===== src/rtl/mvb_pkg.sv =====
// Shared types, constants and helpers for the MVB receive sequencer.
package mvb_pkg;

    typedef enum logic [1:0] {
        IDLE     = 2'd0,
        DATA     = 2'd1,
        CRC      = 2'd2,
        END_WAIT = 2'd3
    } state_t;

    localparam logic [1:0] ERR_BAD_SIZE    = 2'b00;
    localparam logic [1:0] ERR_END_TIMEOUT = 2'b01;
    localparam logic [1:0] ERR_SYNC_LOST   = 2'b10;
    localparam logic [1:0] ERR_RESTART     = 2'b11;

    localparam int CHK_BITS    = 8;
    localparam int WORD_BITS   = 16;
    localparam int GROUP_WORDS = 4;

    // Zero marks an unsupported size code.
    function automatic logic [4:0] size_to_words(input logic is_slave, input logic [2:0] code);
        logic [4:0] n;
        n = 5'd0;
        if (!is_slave) begin
            n = 5'd1;
        end else begin
            case (code)
                3'd0:    n = 5'd1;
                3'd1:    n = 5'd2;
                3'd2:    n = 5'd4;
                3'd3:    n = 5'd8;
                3'd4:    n = 5'd16;
                default: n = 5'd0;
            endcase
        end
        return n;
    endfunction

    function automatic logic [2:0] group_len(input logic [4:0] n);
        return (n > 5'(GROUP_WORDS)) ? 3'(GROUP_WORDS) : n[2:0];
    endfunction

endpackage


===== src/rtl/mvb_rx_sequencer_if.sv =====
// Bus between delimiter detectors/deserializer/frame buffer and the receive sequencer.
// crc_byte/crc_valid exist only when MVB_RX_CRC_CAPTURE_EN is defined.
interface mvb_rx_sequencer_if #(
    parameter int ADDR_W = 4
);
    // word_valid is a one-cycle pulse with no back-pressure; the only flow control is
    // des_wait, which holds and clears the deserializer whenever it is 1. wr_en is a
    // single-cycle write strobe the buffer must always accept.
    logic              start_det;
    logic              frame_is_slave;
    logic [2:0]        size_code;
    logic              word_valid;
    logic [15:0]       word_in;
    logic              bit_in;
    logic              end_det;
    logic              des_wait;
    logic              wr_en;
    logic [ADDR_W-1:0] wr_addr;
    logic [15:0]       wr_data;
    logic              crc_window;
    logic              busy;
    logic              frame_done;
    logic              frame_err;
    logic [1:0]        err_code;
    mvb_pkg::state_t   state;
`ifdef MVB_RX_CRC_CAPTURE_EN
    logic [7:0]        crc_byte;
    logic              crc_valid;
`endif

    modport master (
        output start_det, frame_is_slave, size_code, word_valid, word_in, bit_in, end_det,
`ifdef MVB_RX_CRC_CAPTURE_EN
        input  crc_byte, crc_valid,
`endif
        input  des_wait, wr_en, wr_addr, wr_data, crc_window, busy,
        input  frame_done, frame_err, err_code, state
    );

    modport slave (
        input  start_det, frame_is_slave, size_code, word_valid, word_in, bit_in, end_det,
`ifdef MVB_RX_CRC_CAPTURE_EN
        output crc_byte, crc_valid,
`endif
        output des_wait, wr_en, wr_addr, wr_data, crc_window, busy,
        output frame_done, frame_err, err_code, state
    );

endinterface


===== src/rtl/mvb_rx_crc_capture.sv =====
// Captures the 8 check-sequence bits MSB-first; used only when MVB_RX_CRC_CAPTURE_EN is defined.
module mvb_rx_crc_capture
    import mvb_pkg::*;
(
    input  logic                clk,
    input  logic                rst,
    input  logic                window,
    input  logic                bit_in,
    output logic [CHK_BITS-1:0] crc_byte,
    output logic                crc_valid
);

    logic [2:0] bit_cnt;

    // crc_byte is the shift register itself, so it holds until the next window shifts.
    always_ff @(posedge clk or posedge rst) begin
        if (rst) begin
            crc_byte  <= '0;
            crc_valid <= 1'b0;
            bit_cnt   <= '0;
        end else begin
            crc_valid <= window && (bit_cnt == 3'(CHK_BITS - 1));
            if (window) begin
                crc_byte <= {crc_byte[CHK_BITS-2:0], bit_in};
                bit_cnt  <= bit_cnt + 3'd1;
            end else begin
                bit_cnt  <= '0;
            end
        end
    end

endmodule


===== src/rtl/mvb_rx_sequencer.sv =====
// MVB frame receive controller: gates the deserializer, writes words, inserts check gaps.
// Optional check-byte capture is enabled by defining MVB_RX_CRC_CAPTURE_EN.
module mvb_rx_sequencer
    import mvb_pkg::*;
#(
    parameter int END_TIMEOUT = 12,
    parameter int MAX_WORDS   = 16
) (
    input  logic              clk_3M,
    input  logic              rst,
    mvb_rx_sequencer_if.slave bus
);

    localparam int               ADDR_W   = $clog2(MAX_WORDS);
    localparam int               TMO_W    = $clog2(END_TIMEOUT + 1);
    localparam logic [TMO_W-1:0] TMO_LAST = TMO_W'(END_TIMEOUT - 1);
    localparam logic [5:0]       MAX_N    = 6'(MAX_WORDS);

    state_t           state, state_nxt;
    logic [3:0]       bit_cnt, bit_cnt_nxt;
    logic [1:0]       grp_cnt, grp_cnt_nxt;
    logic [4:0]       word_cnt, word_cnt_nxt;
    logic [TMO_W-1:0] tmo_cnt, tmo_cnt_nxt;
    logic             word_due, word_due_nxt;
    logic [4:0]       frame_words, frame_words_nxt;
    logic [2:0]       group_words, group_words_nxt;
    logic             done_q, done_nxt;
    logic             err_q, err_nxt;
    logic [1:0]       code_q, code_nxt;
    logic             wr_en;
    logic [4:0]       start_words;
    logic             start_bad;
    logic             grp_full;

    always_ff @(posedge clk_3M or posedge rst) begin
        if (rst) begin
            state       <= IDLE;
            bit_cnt     <= '0;
            grp_cnt     <= '0;
            word_cnt    <= '0;
            tmo_cnt     <= '0;
            word_due    <= 1'b0;
            frame_words <= '0;
            group_words <= '0;
            done_q      <= 1'b0;
            err_q       <= 1'b0;
            code_q      <= 2'b00;
        end else begin
            state       <= state_nxt;
            bit_cnt     <= bit_cnt_nxt;
            grp_cnt     <= grp_cnt_nxt;
            word_cnt    <= word_cnt_nxt;
            tmo_cnt     <= tmo_cnt_nxt;
            word_due    <= word_due_nxt;
            frame_words <= frame_words_nxt;
            group_words <= group_words_nxt;
            done_q      <= done_nxt;
            err_q       <= err_nxt;
            code_q      <= code_nxt;
        end
    end

    // word_due marks the cycle after a 16-bit word completes; the deserializer's
    // word_valid must land there, even when that cycle is already the first CRC bit.
    always_comb begin
        state_nxt       = state;
        bit_cnt_nxt     = bit_cnt;
        grp_cnt_nxt     = grp_cnt;
        word_cnt_nxt    = word_cnt;
        tmo_cnt_nxt     = tmo_cnt;
        word_due_nxt    = 1'b0;
        frame_words_nxt = frame_words;
        group_words_nxt = group_words;
        done_nxt        = 1'b0;
        err_nxt         = 1'b0;
        code_nxt        = code_q;
        wr_en           = 1'b0;
        grp_full        = 1'b0;
        start_words     = size_to_words(bus.frame_is_slave, bus.size_code);
        start_bad       = (start_words == 5'd0) || ({1'b0, start_words} > MAX_N);

        if (state == IDLE) begin
            if (bus.start_det) begin
                if (start_bad) begin
                    err_nxt  = 1'b1;
                    code_nxt = ERR_BAD_SIZE;
                end else begin
                    state_nxt       = DATA;
                    bit_cnt_nxt     = '0;
                    grp_cnt_nxt     = '0;
                    word_cnt_nxt    = '0;
                    frame_words_nxt = start_words;
                    group_words_nxt = group_len(start_words);
                    code_nxt        = 2'b00;
                end
            end
        end else if (bus.start_det) begin
            err_nxt   = 1'b1;
            code_nxt  = ERR_RESTART;
            state_nxt = IDLE;
        end else if (word_due && !bus.word_valid) begin
            err_nxt   = 1'b1;
            code_nxt  = ERR_SYNC_LOST;
            state_nxt = IDLE;
        end else begin
            if (word_due) begin
                wr_en        = 1'b1;
                word_cnt_nxt = word_cnt + 5'd1;
                grp_cnt_nxt  = grp_cnt + 2'd1;
            end
            case (state)
                DATA: begin
                    bit_cnt_nxt = bit_cnt + 4'd1;
                    if (bit_cnt == 4'(WORD_BITS - 1)) begin
                        word_due_nxt = 1'b1;
                        // Count the word about to be written when deciding on the gap.
                        grp_full = (({1'b0, grp_cnt} + 3'd1) >= group_words) ||
                                   ((word_cnt + 5'd1) >= frame_words);
                        if (grp_full) begin
                            state_nxt = CRC;
                        end
                    end
                end
                CRC: begin
                    if (bit_cnt == 4'(CHK_BITS - 1)) begin
                        bit_cnt_nxt = '0;
                        if (word_cnt_nxt < frame_words) begin
                            state_nxt   = DATA;
                            grp_cnt_nxt = '0;
                        end else begin
                            state_nxt   = END_WAIT;
                            tmo_cnt_nxt = '0;
                        end
                    end else begin
                        bit_cnt_nxt = bit_cnt + 4'd1;
                    end
                end
                END_WAIT: begin
                    if (bus.end_det) begin
                        done_nxt  = 1'b1;
                        state_nxt = IDLE;
                    end else if (tmo_cnt == TMO_LAST) begin
                        err_nxt   = 1'b1;
                        code_nxt  = ERR_END_TIMEOUT;
                        state_nxt = IDLE;
                    end else begin
                        tmo_cnt_nxt = tmo_cnt + 1'b1;
                    end
                end
                default: state_nxt = IDLE;
            endcase
        end
    end

    assign bus.des_wait   = (state != DATA);
    assign bus.crc_window = (state == CRC);
    assign bus.busy       = (state != IDLE);
    assign bus.wr_en      = wr_en;
    assign bus.wr_addr    = wr_en ? word_cnt[ADDR_W-1:0] : '0;
    assign bus.wr_data    = wr_en ? bus.word_in : '0;
    assign bus.frame_done = done_q;
    assign bus.frame_err  = err_q;
    assign bus.err_code   = code_q;
    assign bus.state      = state;

`ifdef MVB_RX_CRC_CAPTURE_EN
    mvb_rx_crc_capture u_crc_capture (
        .clk       (clk_3M),
        .rst       (rst),
        .window    (state == CRC),
        .bit_in    (bus.bit_in),
        .crc_byte  (bus.crc_byte),
        .crc_valid (bus.crc_valid)
    );
`else
    logic unused_bit_in;
    assign unused_bit_in = bus.bit_in;
`endif

endmodule


===== src/flat_wrapper.sv =====
// flat-port wrapper written by rule: the top's interface ports become plain ports
module mvb_rx_sequencer_flat import mvb_pkg::*;
#(
    parameter int END_TIMEOUT = 12,
    parameter int MAX_WORDS   = 16
)
  (clk_3M, rst, bus_start_det, bus_frame_is_slave, bus_size_code, bus_word_valid, bus_word_in, bus_bit_in, bus_end_det, bus_des_wait, bus_wr_en, bus_wr_addr, bus_wr_data, bus_crc_window, bus_busy, bus_frame_done, bus_frame_err, bus_err_code, bus_state);
  mvb_rx_sequencer_if #(.ADDR_W(4)) bus_i ();
  input  logic clk_3M;
  input  logic rst;
  input wire logic [$bits(bus_i.start_det)-1:0] bus_start_det;
  input wire logic [$bits(bus_i.frame_is_slave)-1:0] bus_frame_is_slave;
  input wire logic [$bits(bus_i.size_code)-1:0] bus_size_code;
  input wire logic [$bits(bus_i.word_valid)-1:0] bus_word_valid;
  input wire logic [$bits(bus_i.word_in)-1:0] bus_word_in;
  input wire logic [$bits(bus_i.bit_in)-1:0] bus_bit_in;
  input wire logic [$bits(bus_i.end_det)-1:0] bus_end_det;
  output wire logic [$bits(bus_i.des_wait)-1:0] bus_des_wait;
  output wire logic [$bits(bus_i.wr_en)-1:0] bus_wr_en;
  output wire logic [$bits(bus_i.wr_addr)-1:0] bus_wr_addr;
  output wire logic [$bits(bus_i.wr_data)-1:0] bus_wr_data;
  output wire logic [$bits(bus_i.crc_window)-1:0] bus_crc_window;
  output wire logic [$bits(bus_i.busy)-1:0] bus_busy;
  output wire logic [$bits(bus_i.frame_done)-1:0] bus_frame_done;
  output wire logic [$bits(bus_i.frame_err)-1:0] bus_frame_err;
  output wire logic [$bits(bus_i.err_code)-1:0] bus_err_code;
  output wire logic [$bits(bus_i.state)-1:0] bus_state;
  assign bus_i.start_det = bus_start_det;
  assign bus_i.frame_is_slave = bus_frame_is_slave;
  assign bus_i.size_code = bus_size_code;
  assign bus_i.word_valid = bus_word_valid;
  assign bus_i.word_in = bus_word_in;
  assign bus_i.bit_in = bus_bit_in;
  assign bus_i.end_det = bus_end_det;
  assign bus_des_wait = bus_i.des_wait;
  assign bus_wr_en = bus_i.wr_en;
  assign bus_wr_addr = bus_i.wr_addr;
  assign bus_wr_data = bus_i.wr_data;
  assign bus_crc_window = bus_i.crc_window;
  assign bus_busy = bus_i.busy;
  assign bus_frame_done = bus_i.frame_done;
  assign bus_frame_err = bus_i.frame_err;
  assign bus_err_code = bus_i.err_code;
  assign bus_state = bus_i.state;
  mvb_rx_sequencer #(.END_TIMEOUT(END_TIMEOUT), .MAX_WORDS(MAX_WORDS)) u_core (.clk_3M(clk_3M), .rst(rst), .bus(bus_i));
endmodule

===== config.mk =====
export PLATFORM = sky130hd
export DESIGN_NAME = mvb_rx_sequencer_flat
export DESIGN_NICKNAME = d
export VERILOG_FILES = /design/src/rtl/mvb_pkg.sv /design/src/rtl/mvb_rx_sequencer_if.sv /design/src/rtl/mvb_rx_crc_capture.sv /design/src/rtl/mvb_rx_sequencer.sv /design/src/flat_wrapper.sv
export SDC_FILE = /design/constraint.sdc
export NUM_CORES = 1
export LEC_CHECK = 0
export CORE_ASPECT_RATIO = 0.5
export CORE_MARGIN = 3
export CORE_UTILIZATION = 45
export CTS_CLUSTER_SIZE = 12
export DETAILED_ROUTE_END_ITERATION = 8
export PLACE_DENSITY = 0.89
export SLEW_MARGIN = 20
export SYNTH_ARGS = -nofsm -noshare
export SYNTH_HDL_FRONTEND = slang
export SYNTH_SLANG_ARGS = --single-unit

===== constraint.sdc =====
create_clock -name clk_3M -period 2.45 [get_ports clk_3M]
set_input_delay 0.49 -clock clk_3M [delete_from_list [all_inputs] [get_ports clk_3M]]
set_output_delay 0.49 -clock clk_3M [all_outputs]
set_load 0.01 [all_outputs]

; ---- Word level (Yosys, flattened, before mapping)
; Index checks and enable logic that the tools add are counted.
[totals]
ff_bits = 30
in_bits = 26
word_cells = 143
[classes]
n_addsub = 5
n_lt_le_gt_ge = 5
eq_ne = 24
n_mux = 76
bitwise = 4
reduce_logical = 18
[op_table]
columns = op, count
row1 = 2-bit two-way mux, 27
row2 = 5-bit two-way mux, 10
row3 = 4-bit two-way mux, 11
row4 = 5-bit case mux with 5 select lines, 1
row5 = 1-bit two-way mux, 22
row6 = 16-bit two-way mux, 1
row7 = 4-bit case mux with 2 select lines, 2
row8 = "2-bit != test, second input constant", 6
row9 = "4-bit by 2-bit != test with 1-bit output, second input constant", 3
row10 = 3-bit nonzero test, 3
row11 = "4-bit by 1-bit adder with 4-bit output, second input constant", 2
row12 = "4-bit == test, second input constant", 2
row13 = 4-bit AND reduction, 2
row14 = 8-bit AND reduction, 1
row15 = "3-bit by 2-bit == test with 1-bit output, second input constant", 2
row16 = "2-bit by 1-bit != test with 1-bit output, second input constant", 3
row17 = 2-bit case mux with 3 select lines, 1
row18 = 6-bit AND reduction, 1
row19 = "5-bit by 1-bit adder with 5-bit output, second input constant", 1
row20 = 5-bit >= comparator, 1
row21 = "5-bit by 3-bit > comparator with 1-bit output, second input constant", 1
row22 = "5-bit > comparator, second input constant", 1
row23 = 5-bit zero test, 1
row24 = 5-bit less-than comparator, 1
row25 = other kinds (20), 26

; ---- Longest topological paths before layout
; Gate-level depths: netlist (run 1).
[logic_depth]
word_depth = 12
depth_mapped = 9
ltp_nobuf = 9

; ---- Worst setup path after synthesis (run 1)
; No wires, ideal clock.
[synth_path]
kind = reg-to-reg
start = reg u_core.word_cnt[0]
end = reg u_core.state[0], in the netlist u_core.bus.state[0]
setup_time_ps = 128
arrival_ps = 2249
path_slack_ps = 73
path_stages_with_launch = 9
path_buffers = 0
period_less_slack_ps = 2377
cell_sequence = dfrtp_1 > ha_1 > nand3_1 > xnor2_1 > ha_1 > a2111oi_0 > o211ai_1 > o211ai_1 > mux2_1
[synth_between]
elab_chain_len = 5
[synth_rtl]
columns = item, line_no
row1 = "start, declared", mvb_rx_sequencer.sv:22  ; logic [4:0] word_cnt, word_cnt_nxt;
row2 = "start signal, assigned", mvb_rx_sequencer.sv:52  ; word_cnt <= word_cnt_nxt;
row3 = 5-bit by 1-bit adder with 5-bit output, mvb_rx_sequencer.sv:118  ; ((word_cnt + 5'd1) >= frame_words);
row4 = 5-bit >= comparator, mvb_rx_sequencer.sv:118
row5 = 1-bit logical OR, mvb_rx_sequencer.sv:117  ; grp_full = (({1'b0, grp_cnt} + 3'd1) >= group_words) ||
row6 = 4-bit by 2-bit != test with 1-bit output (no source line), --
row7 = 6-bit AND reduction (no source line), --
row8 = "end signal, assigned", mvb_rx_sequencer.sv:49  ; state <= state_nxt;
row9 = "end, declared", mvb_rx_sequencer.sv:19  ; state_t state, state_nxt;
; Every way passes these cells.
; A chain may end at the register's enable or synchronous reset.

; ---- Final worst setup path (run 1)
[layout_path]
start = reg u_core.word_cnt[1]
end = reg u_core.tmo_cnt[3]
[layout_between]
elab_chain_len = 8
[layout_rtl]
columns = item, line_no
row1 = 5-bit by 1-bit adder with 5-bit output, mvb_rx_sequencer.sv:108  ; word_cnt_nxt = word_cnt + 5'd1;
row2 = 5-bit two-way mux *, mvb_rx_sequencer.sv:106  ; if (word_due) begin
row3 = 5-bit two-way mux *, mvb_rx_sequencer.sv:101  ; end else if (word_due && !bus.word_valid) begin
row4 = 5-bit two-way mux *, mvb_rx_sequencer.sv:97  ; end else if (bus.start_det) begin
row5 = 5-bit two-way mux *, mvb_rx_sequencer.sv:82  ; if (state == IDLE) begin
row6 = 5-bit less-than comparator *, mvb_rx_sequencer.sv:127  ; if (word_cnt_nxt < frame_words) begin
row7 = 2-bit != test (no source line) *, --
row8 = 8-bit AND reduction (no source line) *, --
row9 = "end signal, assigned", mvb_rx_sequencer.sv:53  ; tmo_cnt <= tmo_cnt_nxt;
row10 = "end, declared", mvb_rx_sequencer.sv:23  ; logic [TMO_W-1:0] tmo_cnt, tmo_cnt_nxt;
; Every way passes the cells marked *; elsewhere a longest branch is shown, timed or not. The select of a mux whose other input is x is not followed.

==> results.tsv, run 1 <==
metric	value	unit
status	complete, no violations	
n_antenna_cell	0	
syn-num-nets	294	
grt_max_degree	31	
peakVddDrop	0.000447	V
cp-start-kind	register	
reg2reg_from	u_core.word_cnt[1]	
r2r-end	u_core.tmo_cnt[3]	
worstMarginPinSlew	0.666	ns
ios	56	
critPathLaunch	u_core.word_cnt[1]	
synth_top_family_by_area	simple AND/OR/NAND/NOR gates	
grt_pass1_wl	10100	µm
arrival	2.58	ns
synth_commonest_cells	nand2_1 (31), dfrtp_1 (30), and2_1 (22)	
hold_ws	0.489	ns
r2r_slack	0.07	ns
layout_min_cycle_time	2.38	ns
dp_cells	378	
core_area	4550	µm²
vias_per_cell	5.47	
synth_xor_area_frac	0.0359	
dr_total_vias	2133	
avgSynthCellArea	8.85	µm²
drive_gt1_frac	0.176	
finalCritPeriodShare	0.971	
fin_cells	390	
synth_edf_count	0	
overflow	0	
slew_violations	0	
clock_path_buffers	2	
synth_compound_area_frac	0.197	
muxShareOfSynthArea	0.0291	
htreeDepth	2	
leakage	1.53	nW
hold_start	u_core.group_words[0]	
dieArea	5800	µm²
hold_viol	0	
fin_skew	0.00390	ns
setup_viol	0	
crit_required	2.65	ns
grt_use_total	0.215	
detailedRoute.firstPassIterationCount	4	
max_slew_margin	0.553	
drtIter0Drc	140	
synthDistinctLibCells	46	
synth_area_leaders	dfrtp_1 (34%), ha_1 (11%), and2_1 (6.3%), nand2_1 (5.3%), o21ai_1 (3.9%)	
maxCapViolations	0	
antenna_found_initial	0	
crit_end	u_core.tmo_cnt[3]	
wire_per_inst	16.3	µm
dr.max_layer_used	met4	
m1WireLength	2590	µm
die_w	105	µm
synth-seq-cells	30	
worst_setup_path_end_kind	register	
drc_errors	0	
cts_tree	built	
crit_fanout	5	
drtAntennaViolNets	0	
numCtsBuffers	5	
placementRows	17	
yosysWarnings	0	
ys.flop_type	dfrtp_1	
ys_seq_area_frac	0.342	
synth_adder_area_share	0.114	
final_util	0.692	
grt_pass1_vias	2116	
synth_top_area_cell	dfrtp_1	
dpl.hpwl	4850	µm
clock_sinks	30	
synth_cells	248	
clk_pin_slew_worst_paths	0.07	ns
synth-async-reset-ratio	1.00	
p_per_area	744	nW/µm²
clock_latency	0.29	ns
synth.most_common_cell	nand2_1	
cts_hold_buf	0	
hold_class	reg -> reg	
io_buffers	54	
wl_met2	3170	µm
area_delta_synth_final	43.5	%
worstRegToRegCells	10	
die_h	55.4	µm
fin_nets	369	
syn_area	2200	µm²
synthSimpleGateAreaFrac	0.231	
synth_top_area_share	0.342	
routabilityCongestion	0.902	
clock-root-buffer	clkbuf_8	
drt_wl_total	6350	µm
initial_core_util	0.482	
criticalPathCategory	reg -> reg	
met3_length	472	µm
fmax	0.420	GHz
-- timing repair --
item	in CTS	in global routing
endpoints found under the setup margin	26	6
buffers inserted	1	3
gates resized for setup	29	10
pin swaps	3	9
-- state kept, by name, summed over array words and instances (netlist names) --
name                   flops
u_core.bit_cnt             4
u_core.bus.err_code        2
u_core.bus.frame_done      1
u_core.bus.frame_err       1
u_core.bus.state           2
u_core.frame_words         5
u_core.group_words         3
u_core.grp_cnt             2
u_core.tmo_cnt             4
u_core.word_cnt            5
u_core.word_due            1
-- cells in the final DEF, fill, tap and decap left out, types with 6 or more instances in the layout --
cell type and n:
a21oi_1 9, dfrtp_1 30, nand2b_1 6, inv_1 15
buf_4 23, o21ai_1 16, nor2_1 14, clkdlybuf4s50_1 33
nand2_1 31, dlygate4sd2_1 21, and2_1 22, clkbuf_8 6
ha_1 17
-- critical path, cell delays in order, from the launching register on --
cell	delay, ns
dfrtp_1	0.40
ha_4	0.18
buf_6	0.10
nand4_1	0.13
xnor2_2	0.22
ha_4	0.30
nand2_1	0.09
o21ai_2	0.23
o311ai_4	0.15
or2_4	0.30
o31ai_2	0.19
-- per-stage QoR --
step	setup slack (ns)	power [W]	TNS, ns	cell area, µm²
global placement	-0.198	0.00175	-3.83	2940
floorplan	0.0734	0.00138	0	2200
finish	0.0701	0.00234	0	3150
global route	-0.0644	0.00248	-0.229	3150
CTS	0.0152	0.00227	0	3050
detailed placement	-0.261	0.00181	-5.14	2940
-- where the power goes --
part	switching (W)	internal, W
Combinational	0.000661	0.000541
Clock	0.000205	0.000226
Sequential	0.0000951	0.000617
-- layout make-up --
type | count | area [µm²]
inverter | 16 | 60.1
fill | 349 | 1400
clock buffer | 6 | 82.6
timing repair buffer | 79 | 718
clock inverter | 2 | 12.5
multi-input combinational | 191 | 1450
tap | 66 | 82.6
sequential | 30 | 751
-- worst min path at each step --
| stage | end | slack, ns | cells past startpoint |
|---|---|---|---|
| finish | u_core.group_words[0] | 0.49 | 1 |
| global route | u_core.group_words[0] | 0.52 | 1 |
| CTS | u_core.group_words[0] | 0.49 | 1 |
| detailed placement | u_core.group_words[0] | 0.47 | 1 |
| global placement | u_core.group_words[0] | 0.47 | 1 |
| floorplan | u_core.tmo_cnt[3] | 0.45 | 1 |
-- cells by family after synthesis --
logic type	after synthesis
buffers and inverters	27
xor gates and xnor gates	9
AOI/OAI and AO/OA	61
muxes	6
and+or+nand+nor	95
DFF	30
adders and majority gates	20
-- per-layer routing --
metal | vias up | track usage
met5 | - | 0
met4 | 0 | 0.0729
met3 | 14 | 0.0420
li1 | 1016 | -
met2 | 81 | 0.386
met1 | 1022 | 0.260
(Power assumes the default switching activity.)
==> run 2, diff against run 1 <==
- SKIP_LAST_GASP: default -> 1
==> run 2 against run 1 <==
  * Clock skew about the same
  * Combinational power barely moved
  * Largest cell class unchanged
  * Sequential share of layout area did not move
  * Global-route usage did not move
  * Cell count is the same
  * Sequential power about the same
  * First-iteration DRC count is 17% higher
  * Non-clock buffer count did not move
  * Final area unchanged
  * Utilization did not move
  * Critical path type unchanged
  * Die area stayed put
  * Critical path depth is the same
==> results.tsv, run 2 (synthesis results as in run 1) <==
metric	value	unit	change
setup_viol	0		unchanged
maxCapViolations	0		unchanged
fmax	0.420	GHz	about the same
rsz0062_at_grt	yes		
dieArea	5800	µm²	unchanged
detailedRoute.firstPassIterationCount	4		unchanged
worstMarginPinSlew	0.674	ns	was 0.666 ns
top_regs	u_core.frame_words (5), u_core.word_cnt (5)		unchanged
hold_class	reg -> reg		unchanged
finalCritPeriodShare	0.972		was 0.971
crit_required	2.63	ns	was 2.65 ns
clock-root-buffer	clkbuf_8		unchanged
clock_sinks	30		unchanged
finalPower	0.00234	W	about the same
worst_setup_path_end_kind	register		unchanged
drtIter0Drc	164		was 140
setup_ws	0.0681	ns	was 0.0701 ns
hold_viol	0		unchanged
criticalPathCategory	reg -> reg		unchanged
grt_use_total	0.215		unchanged
crit_path_max_incr_delay	0.40	ns	about the same
grt_pass1_vias	2116		unchanged
drc_errors	0		unchanged
grt_max_degree	31		unchanged
path_delay_family	compound AO/OA/AOI/OAI gates		unchanged
peakVddDrop	0.000447	V	about the same
drtAntennaViolNets	0		unchanged
antenna_found_initial	0		unchanged
layout_common_cells	clkdlybuf4s50_1 (33), nand2_1 (31), dfrtp_1 (30)		unchanged
routabilityCongestion	0.902		unchanged
fin_cells	390		unchanged
layout_commonest_cell	clkdlybuf4s50_1		unchanged
cpMostUsedCell	ha_4		unchanged
final_area	3150	µm²	unchanged
cts_hold_buf	0		unchanged
worst-path-buf-inv	1		unchanged
die_w	105	µm	unchanged
drive_gt1_frac	0.176		unchanged
numCtsBuffers	5		unchanged
cp-start-kind	register		unchanged
wire_per_inst	16.3	µm	about the same
crit_fanout	5		unchanged
status	complete, no violations		unchanged
p_per_area	744	nW/µm²	about the same
ios	56		unchanged
clock_latency	0.29	ns	about the same
vias_per_cell	5.48		was 5.47
max_slew_margin	0.548		was 0.553
seq_area	751	µm²	unchanged
final_util	0.692		unchanged
fin_skew	0.00434	ns	was 0.00390 ns
initial_core_util	0.482		unchanged
worst_path_max_delay_cell	dfrtp_1		unchanged
leakage	1.53	nW	about the same
drt_wl_total	6360	µm	was 6350 µm
slew_violations	0		unchanged
place_ws	-0.261	ns	unchanged
crit_chain	ha_4 -> buf_6 -> nand4_1 -> xnor2_2 -> ha_4 -> a21oi_2 -> o21ai_2 -> o311ai_4 -> or2_4 -> o21ai_1		was ha_4 -> buf_6 -> nand4_1 -> xnor2_2 -> ha_4 -> nand2_1 -> o21ai_2 -> o311ai_4 -> or2_4 -> o31ai_2
clock_path_buffers	2		unchanged
area_delta_synth_final	43.5	%	unchanged
n_antenna_cell	0		unchanged
htreeDepth	2		unchanged
clk_pin_slew_worst_paths	0.07	ns	about the same
io_buffers	54		unchanged
dp_cells	378		unchanged
dpl.hpwl	4850	µm	unchanged
cts_tree	built		unchanged
die_h	55.4	µm	unchanged
layout_min_cycle_time	2.38	ns	about the same
fin_nets	369		unchanged
arrival	2.56	ns	was 2.58 ns
core_area	4550	µm²	unchanged
placementRows	17		unchanged
n_fill_cell	349		unchanged
dr_total_vias	2137		was 2,133
multiInputGateArea	1450	µm²	unchanged
overflow	0		unchanged
placed_area	2940	µm²	unchanged
grt_pass1_wl	10100	µm	unchanged
==> run 2: power by group <==
group          switching, W  internal (W)  leakage [nW]  total [W]
clock network      0.000204      0.000226        0.0472   0.000430
registers         0.0000952      0.000617         0.398   0.000712
logic              0.000662      0.000540          1.09    0.00120
total              0.000962       0.00138          1.53    0.00234
==> run 2: routing by layer <==
metal / vias up / track usage / part of all wire / wire, µm
li1: 1014 / - / - / -
met1: 1019 / 0.260 / 0.40 / 2550
met2: 87 / 0.386 / 0.50 / 3180
met3: 17 / 0.0420 / 0.079 / 501
met4: 0 / 0.0729 / 0.020 / 125
met5: - / 0 / 0 / 0
==> run 2: path summary, 6_finish.rpt <==
kind	start	cells past startpoint	slack (ns)	to
worst max-delay path	u_core.word_cnt[1]	10	0.07	u_core.tmo_cnt[2]
worst min register to register	u_core.group_words[0]	1	0.49	u_core.group_words[0]
max in group asynchronous	rst	3	1.59	u_core.word_cnt[3]
worst max register to register	u_core.word_cnt[1]	10	0.07	u_core.tmo_cnt[2]
min in group asynchronous	rst	3	0.58	u_core.bit_cnt[1]
worst min-delay path	u_core.group_words[0]	1	0.49	u_core.group_words[0]
==> run 2: worst reg2reg max path: cells and delay by family (launching register included) <==
kind	cells	cell delay, ns
buffers and inverters	1	0.10
AND/OR/NAND/NOR	2	0.34
flip-flops	1	0.40
adder cells (fa/ha/maj)	2	0.45
AO/OA/AOI/OAI	4	0.68
XOR/XNOR	1	0.31
==> run 2: stage by stage <==
step | TNS [ns] | hold WS, ns
3_3_place_gp | -3.83 | 0.473
4_1_cts | 0 | 0.491
5_1_grt | -0.277 | 0.523
3_5_place_dp | -5.14 | 0.473
2_1_floorplan | 0 | 0.454
6_report | 0 | 0.489
==> run 2: final cells by class <==
| class | instances | area share |
|---|---|---|
| Multi-Input combinational cell | 191 | 0.459 |
| Sequential cell | 30 | 0.238 |
| Timing Repair Buffer | 79 | 0.228 |
| Clock buffer | 6 | 0.0262 |
| Tap cell | 66 | 0.0262 |
| Inverter | 16 | 0.0191 |
| Clock inverter | 2 | 0.00397 |
==> run 2: what timing repair did <==
item                       4_1_cts  5_1_grt
resized for setup               29       10
pin swaps                        3        8
setup endpoints to repair       26        6
setup buffers                    1        3
==> run 3, diff against run 2 <==
- SLEW_MARGIN: 20 -> 40
==> results of run 3 <==
Final layout, timing and power as in run 2 (identical DEF).
